$ cat src/rtl/fetch_pkg.sv
// fetch_pkg: shared state type and default sizes for the instruction-fetch sequencer.
package fetch_pkg;

    typedef enum logic [1:0] {
        IDLE,
        RUN,
        DRAIN,
        HALT
    } fetch_state_t;

    localparam int         DEFAULT_ADDR_W      = 8;
    localparam int         DEFAULT_INST_W      = 8;
    localparam logic [7:0] DEFAULT_HALT_OPCODE = 8'hFF;

    // Width of the optional performance counters.
    localparam int         PERF_CNT_W          = 16;

endpackage

$ cat src/rtl/fetch_perf_ctr.sv
// fetch_perf_ctr: saturating event counter with synchronous clear, used for the
// optional fetch performance counters (FETCH_CTRL_PERF_EN builds only).
module fetch_perf_ctr
    import fetch_pkg::*;
(
    input  logic                  clk_i,
    input  logic                  reset_i,
    input  logic                  clear_i,
    input  logic                  enable_i,
    output logic [PERF_CNT_W-1:0] count_o
);

    // Count enabled cycles, stick at all-ones; clear wins over a coincident event.
    always_ff @(posedge clk_i) begin
        if (reset_i || clear_i) begin
            count_o <= '0;
        end else if (enable_i && (count_o != '1)) begin
            count_o <= count_o + PERF_CNT_W'(1);
        end
    end

endmodule

$ cat src/rtl/fetch_ctrl.sv
// fetch_ctrl: instruction-fetch sequencer in front of the combinational inst_rom.
// Owns the fetch PC, drives the ROM address and presents each fetched word to
// decode through a one-entry valid/ready register. Handles start, backpressure,
// absolute/relative branches, PC wrap-around and halt-opcode detection.
// Optional macro FETCH_CTRL_PERF_EN adds handshake and stall counters.
module fetch_ctrl
    import fetch_pkg::*;
#(
    parameter int                ADDR_W      = DEFAULT_ADDR_W,
    parameter int                INST_W      = DEFAULT_INST_W,
    parameter logic [ADDR_W-1:0] RESET_PC    = '0,
    parameter logic [INST_W-1:0] HALT_OPCODE = DEFAULT_HALT_OPCODE
) (
    input  logic                  clk_i,
    input  logic                  reset_i,
    input  logic                  start_i,
    input  logic [ADDR_W-1:0]     start_addr_i,
    output logic [ADDR_W-1:0]     rom_address_o,
    input  logic [INST_W-1:0]     rom_instruction_i,
    input  logic                  branch_i,
    input  logic                  branch_rel_i,
    input  logic [ADDR_W-1:0]     branch_target_i,
    output logic [INST_W-1:0]     inst_o,
    output logic [ADDR_W-1:0]     pc_o,
    output logic                  valid_o,
    input  logic                  ready_i,
`ifdef FETCH_CTRL_PERF_EN
    output logic [PERF_CNT_W-1:0] inst_count_o,
    output logic [PERF_CNT_W-1:0] stall_count_o,
`endif
    output logic                  busy_o,
    output logic                  halted_o
);

    fetch_state_t      state;
    fetch_state_t      state_next;
    logic [ADDR_W-1:0] fetch_pc;
    logic [ADDR_W-1:0] fetch_pc_next;
    logic [ADDR_W-1:0] acc_pc;
    logic [ADDR_W-1:0] acc_pc_next;
    logic [ADDR_W-1:0] pc_next;
    logic [INST_W-1:0] inst_next;
    logic              valid_next;
    logic              handshake;
    logic              load;
    logic              active;

    assign handshake     = valid_o && ready_i;
    assign load          = !valid_o || ready_i;
    assign active        = (state == RUN) || (state == DRAIN);
    assign rom_address_o = fetch_pc;

    // Register state, PC, output slot and status flags; reset overrides everything.
    always_ff @(posedge clk_i) begin
        if (reset_i) begin
            state    <= IDLE;
            fetch_pc <= RESET_PC;
            acc_pc   <= '0;
            inst_o   <= '0;
            pc_o     <= '0;
            valid_o  <= 1'b0;
            busy_o   <= 1'b0;
            halted_o <= 1'b0;
        end else begin
            state    <= state_next;
            fetch_pc <= fetch_pc_next;
            acc_pc   <= acc_pc_next;
            inst_o   <= inst_next;
            pc_o     <= pc_next;
            valid_o  <= valid_next;
            busy_o   <= (state_next == RUN) || (state_next == DRAIN);
            halted_o <= (state_next == HALT);
        end
    end

    // Next-state and datapath decode; a branch beats any load, and the relative
    // base already includes an instruction accepted in the same cycle.
    always_comb begin
        state_next    = state;
        fetch_pc_next = fetch_pc;
        acc_pc_next   = acc_pc;
        inst_next     = inst_o;
        pc_next       = pc_o;
        valid_next    = valid_o;

        if (handshake) begin
            acc_pc_next = pc_o;
        end

        if (active && branch_i) begin
            valid_next    = 1'b0;
            fetch_pc_next = branch_rel_i ? (acc_pc_next + branch_target_i) : branch_target_i;
            state_next    = RUN;
        end else begin
            case (state)
                IDLE, HALT: begin
                    if (start_i) begin
                        fetch_pc_next = start_addr_i;
                        state_next    = RUN;
                    end
                end
                RUN: begin
                    if (load) begin
                        inst_next     = rom_instruction_i;
                        pc_next       = fetch_pc;
                        valid_next    = 1'b1;
                        fetch_pc_next = fetch_pc + ADDR_W'(1);
                        if (rom_instruction_i == HALT_OPCODE) begin
                            state_next = DRAIN;
                        end
                    end
                end
                DRAIN: begin
                    if (handshake) begin
                        valid_next = 1'b0;
                        state_next = HALT;
                    end
                end
                default: begin
                    state_next = IDLE;
                end
            endcase
        end
    end

`ifdef FETCH_CTRL_PERF_EN
    logic start_accepted;
    logic stall_cycle;

    assign start_accepted = start_i && ((state == IDLE) || (state == HALT));
    assign stall_cycle    = valid_o && !ready_i;

    fetch_perf_ctr u_inst_ctr (
        .clk_i    (clk_i),
        .reset_i  (reset_i),
        .clear_i  (start_accepted),
        .enable_i (handshake),
        .count_o  (inst_count_o)
    );

    fetch_perf_ctr u_stall_ctr (
        .clk_i    (clk_i),
        .reset_i  (reset_i),
        .clear_i  (start_accepted),
        .enable_i (stall_cycle),
        .count_o  (stall_count_o)
    );
`else
    // Counters compiled out; fetch behaviour is unchanged.
`endif

endmodule

$ cat config.mk
export PLATFORM = sky130hd
export DESIGN_NAME = fetch_ctrl
export DESIGN_NICKNAME = d
export VERILOG_FILES = /design/src/rtl/fetch_pkg.sv /design/src/rtl/fetch_perf_ctr.sv /design/src/rtl/fetch_ctrl.sv
export SDC_FILE = /design/constraint.sdc
export NUM_CORES = 1
export LEC_CHECK = 0
export CORE_ASPECT_RATIO = 0.8
export CORE_UTILIZATION = 40
export CTS_CLUSTER_DIAMETER = 120
export DETAILED_ROUTE_END_ITERATION = 8
export PLACE_DENSITY_LB_ADDON = 0.12
export SYNTH_ARGS = -nofsm -noshare
export SYNTH_HDL_FRONTEND = slang
export SYNTH_SLANG_ARGS = --single-unit
$ cat constraint.sdc
create_clock -name clk_i -period 6.06 [get_ports clk_i]
set_input_delay 1.212 -clock clk_i [delete_from_list [all_inputs] [get_ports clk_i]]
set_output_delay 1.212 -clock clk_i [all_outputs]
set_load 0.05 [all_outputs]
==> reports/qor.yml <==
wl_per_cell_um: 14.8
start_kind: "primary input"
rows: 23
worstSetupPathType: "primary input to flip-flop"
syn_avg_cell_area_sq_um: 8.26
post_cts_buffers: 0
outcome: "complete, but fails checks"
cts_inserted_buffers: 5
drive_gt1_share_pct: 8.28
fillerInstances: 506
wirelength_um: 5570
drc: 6
synthTopCellsByArea: "dfxtp_1, nand2_1, ha_1"
cp.arrival_ns: 3.82
placed_cells: 368
vdd_drop_max_mv: 0.131
antenna-diode-count: 0
synthArstFlopShare_pct: 0
fin_nets: 357
final-hold-violation-count: 0
violations: "DRC"
synth_top_flop_cell: "dfxtp_1"
grt_overflow: 0
layout_worst_path_cycle_share_pct: 59.6
die_w_um: 84.2
initial_utilization_pct: 42.5
grt_pass1_wl_um: 9050
max_slew_margin_pct: 48.6
insertion_delay_ns: 0.29
tritoncts: "yes"
crit_path_end_kind: "flip-flop"
yosys.area.top_type: "dfxtp_1"
synth-edff-count: 0
max_slew.worst_pin.slew_ns: 0.770
place_congestion: 0.798
netlist_instances: 262
period_needed_ns: 3.61
maxSlewViolCount: 0
skew_ns: 0.00263
cp_max_fo: 9
syn-cell-area_sq_um: 2160
finalSetupTns_ns: 0
power.density_nw_per_um2: 232
die_h_um: 67.8
place_hpwl_um: 4090
vias_per_cell: 5.30
grt.total_usage_pct: 20.6
vias: 1994
numPortBuffers: 56
areaGrowthSynthToFinish_pct: 30.5
drt_iter0_markers: 71
grt_antenna_before_repair: 0
synth_seq_area_share_pct: 34.2
finalNonFillerCells: 376
core_sq_um: 5090
fmax_mhz: 277
dieArea_sq_um: 5710
grt_pass1_vias: 1867
cts_hold_buf: 0
max_cap_viol_count: 0
min_path_type: "flip-flop to flip-flop"
htree_levels: 2
yosysUniqueCellTypes: 50
cts_max_path_buffers: 2
synth-seq-cells: 37
ant_nets: 0
cts.clk_slew.worst_paths_ns: 0.08
setup_viol_count_final: 0
firstDrtPassIters: 6
cp.required_ns: 6.27
grt_max_degree: 38
p_leak_nw: 1.11
cts.sinks: 37
synth_top_area_share_pct: 34.2
yosys_warnings: 0
syn_nets: 306
cts_root_buf: "clkbuf_8"
cts-resized-gates: 0
ioPinCount: 57
rsz0062_at_grt: "no"
-- metrics by stage --
stage               utilization, %  instance area, sq um  hold WS [ns]  power (mW)  setup slack, ns
detailed placement            53.8                  2740         0.449       0.490             2.15
finish                        55.4                  2820         0.456       0.656             2.45
global placement              53.8                  2740         0.441       0.490             2.21
global route                  55.4                  2820         0.476       0.690             2.23
CTS                           55.4                  2820         0.460       0.659             2.44
floorplan                        -                  2160         0.477       0.419             2.91
-- kinds of logic (layout without fill, tap and decap cells) --
kind of cell / count (synthesis) / count (layout) / share of synthesized area [%]
flops: 37 / 37 / 34.2
fa+ha+maj: 14 / 14 / 8.44
mux: 12 / 12 / 6.13
xor+xnor: 7 / 7 / 2.83
compound gates: 67 / 67 / 20.0
simple gates: 105 / 105 / 23.9
buf+inv: 20 / 72 / 4.40
-- per-layer routing --
| metal | GRT usage (%) | share of wire, % | vias to the layer above |
|---|---|---|---|
| li1 | - | - | 1019 |
| met1 | 28.2 | 53 | 923 |
| met2 | 32.7 | 42 | 46 |
| met3 | 4.65 | 4.7 | 6 |
| met4 | 5.60 | 0.86 | 0 |
| met5 | 0 | 0 | - |
-- cell usage in the layout (no fill, tap or decap), drive strengths merged, types with 2 or more instances in the layout --
cell / synthesis / layout
dfxtp: 37 / 37
and2: 2 / 2
nor2b: 15 / 15
xor2: 4 / 4
o211ai: 3 / 3
nand2: 48 / 48
o21ai: 8 / 8
o22ai: 3 / 3
clkdlybuf4s50: 0 / 56
a211oi: 3 / 3
a21oi: 30 / 30
or3: 3 / 3
nor2: 13 / 13
mux2: 7 / 7
a311oi: 2 / 2
a31oi: 6 / 6
and4: 2 / 2
nor3b: 2 / 2
nand3: 11 / 11
a21o: 3 / 3
clkinv: 0 / 2
clkbuf: 6 / 6
xnor2: 3 / 3
inv: 7 / 7
mux2i: 5 / 5
nand4: 2 / 2
ha: 13 / 13
-- report_power, final --
group | internal (mW) | switching (mW)
clock | 0.0798 | 0.0911
sequential | 0.260 | 0.0216
combinational | 0.0795 | 0.124
-- Yosys cell counts (all sizes together), types with 6 or more instances --
cell type and number:
nand2 48, dfxtp 37, a21oi 30, nor2b 15, ha 13, nor2 13
nand3 11, o21ai 8, buf 7, inv 7, mux2 7, a31oi 6
clkbuf 6
-- final cells by class --
type                       instances  area [sq um]  share of cell area, %
inverter                           7          26.3                  0.931
multi-input combinational        205          1330                   47.0
timing repair buffer              57           568                   20.1
tap                               62          77.6                   2.75
clock buffer                       6          72.6                   2.57
clock inverter                     2          10.0                  0.355
sequential                        37           741                   26.2
-- final timing paths --
kind / from / endpoint / slack (ns) / cells past startpoint
max: ready_i / rom_address_o[6]$_SDFFE_PP0P_ / 2.45 / 10
min: inst_o[2]$_SDFFE_PP0P_ / inst_o[2]$_SDFFE_PP0P_ / 0.46 / 2
max reg2reg: valid_o$_SDFFE_PP0P_ / rom_address_o[6]$_SDFFE_PP0P_ / 3.52 / 9
min reg2reg: inst_o[2]$_SDFFE_PP0P_ / inst_o[2]$_SDFFE_PP0P_ / 0.46 / 2
-- sequential cells by signal (all words and copies together), names as in the netlist --
| register | cells |
|---|---|
| pc_o | 8 |
| halted_o | 1 |
| acc_pc | 8 |
| state | 2 |
| rom_address_o | 8 |
| valid_o | 1 |
| busy_o | 1 |
| inst_o | 8 |
-- critical path, stage by stage --
cell             delay [ns]
clkdlybuf4s50_1        0.50
nand2_4                0.21
mux2_2                 0.36
ha_1                   0.21
fa_1                   0.42
a211oi_1               0.31
o21ai_0                0.17
nand3_1                0.11
nand3_1                0.07
a311oi_1               0.24
(Power assumes the default switching activity.)
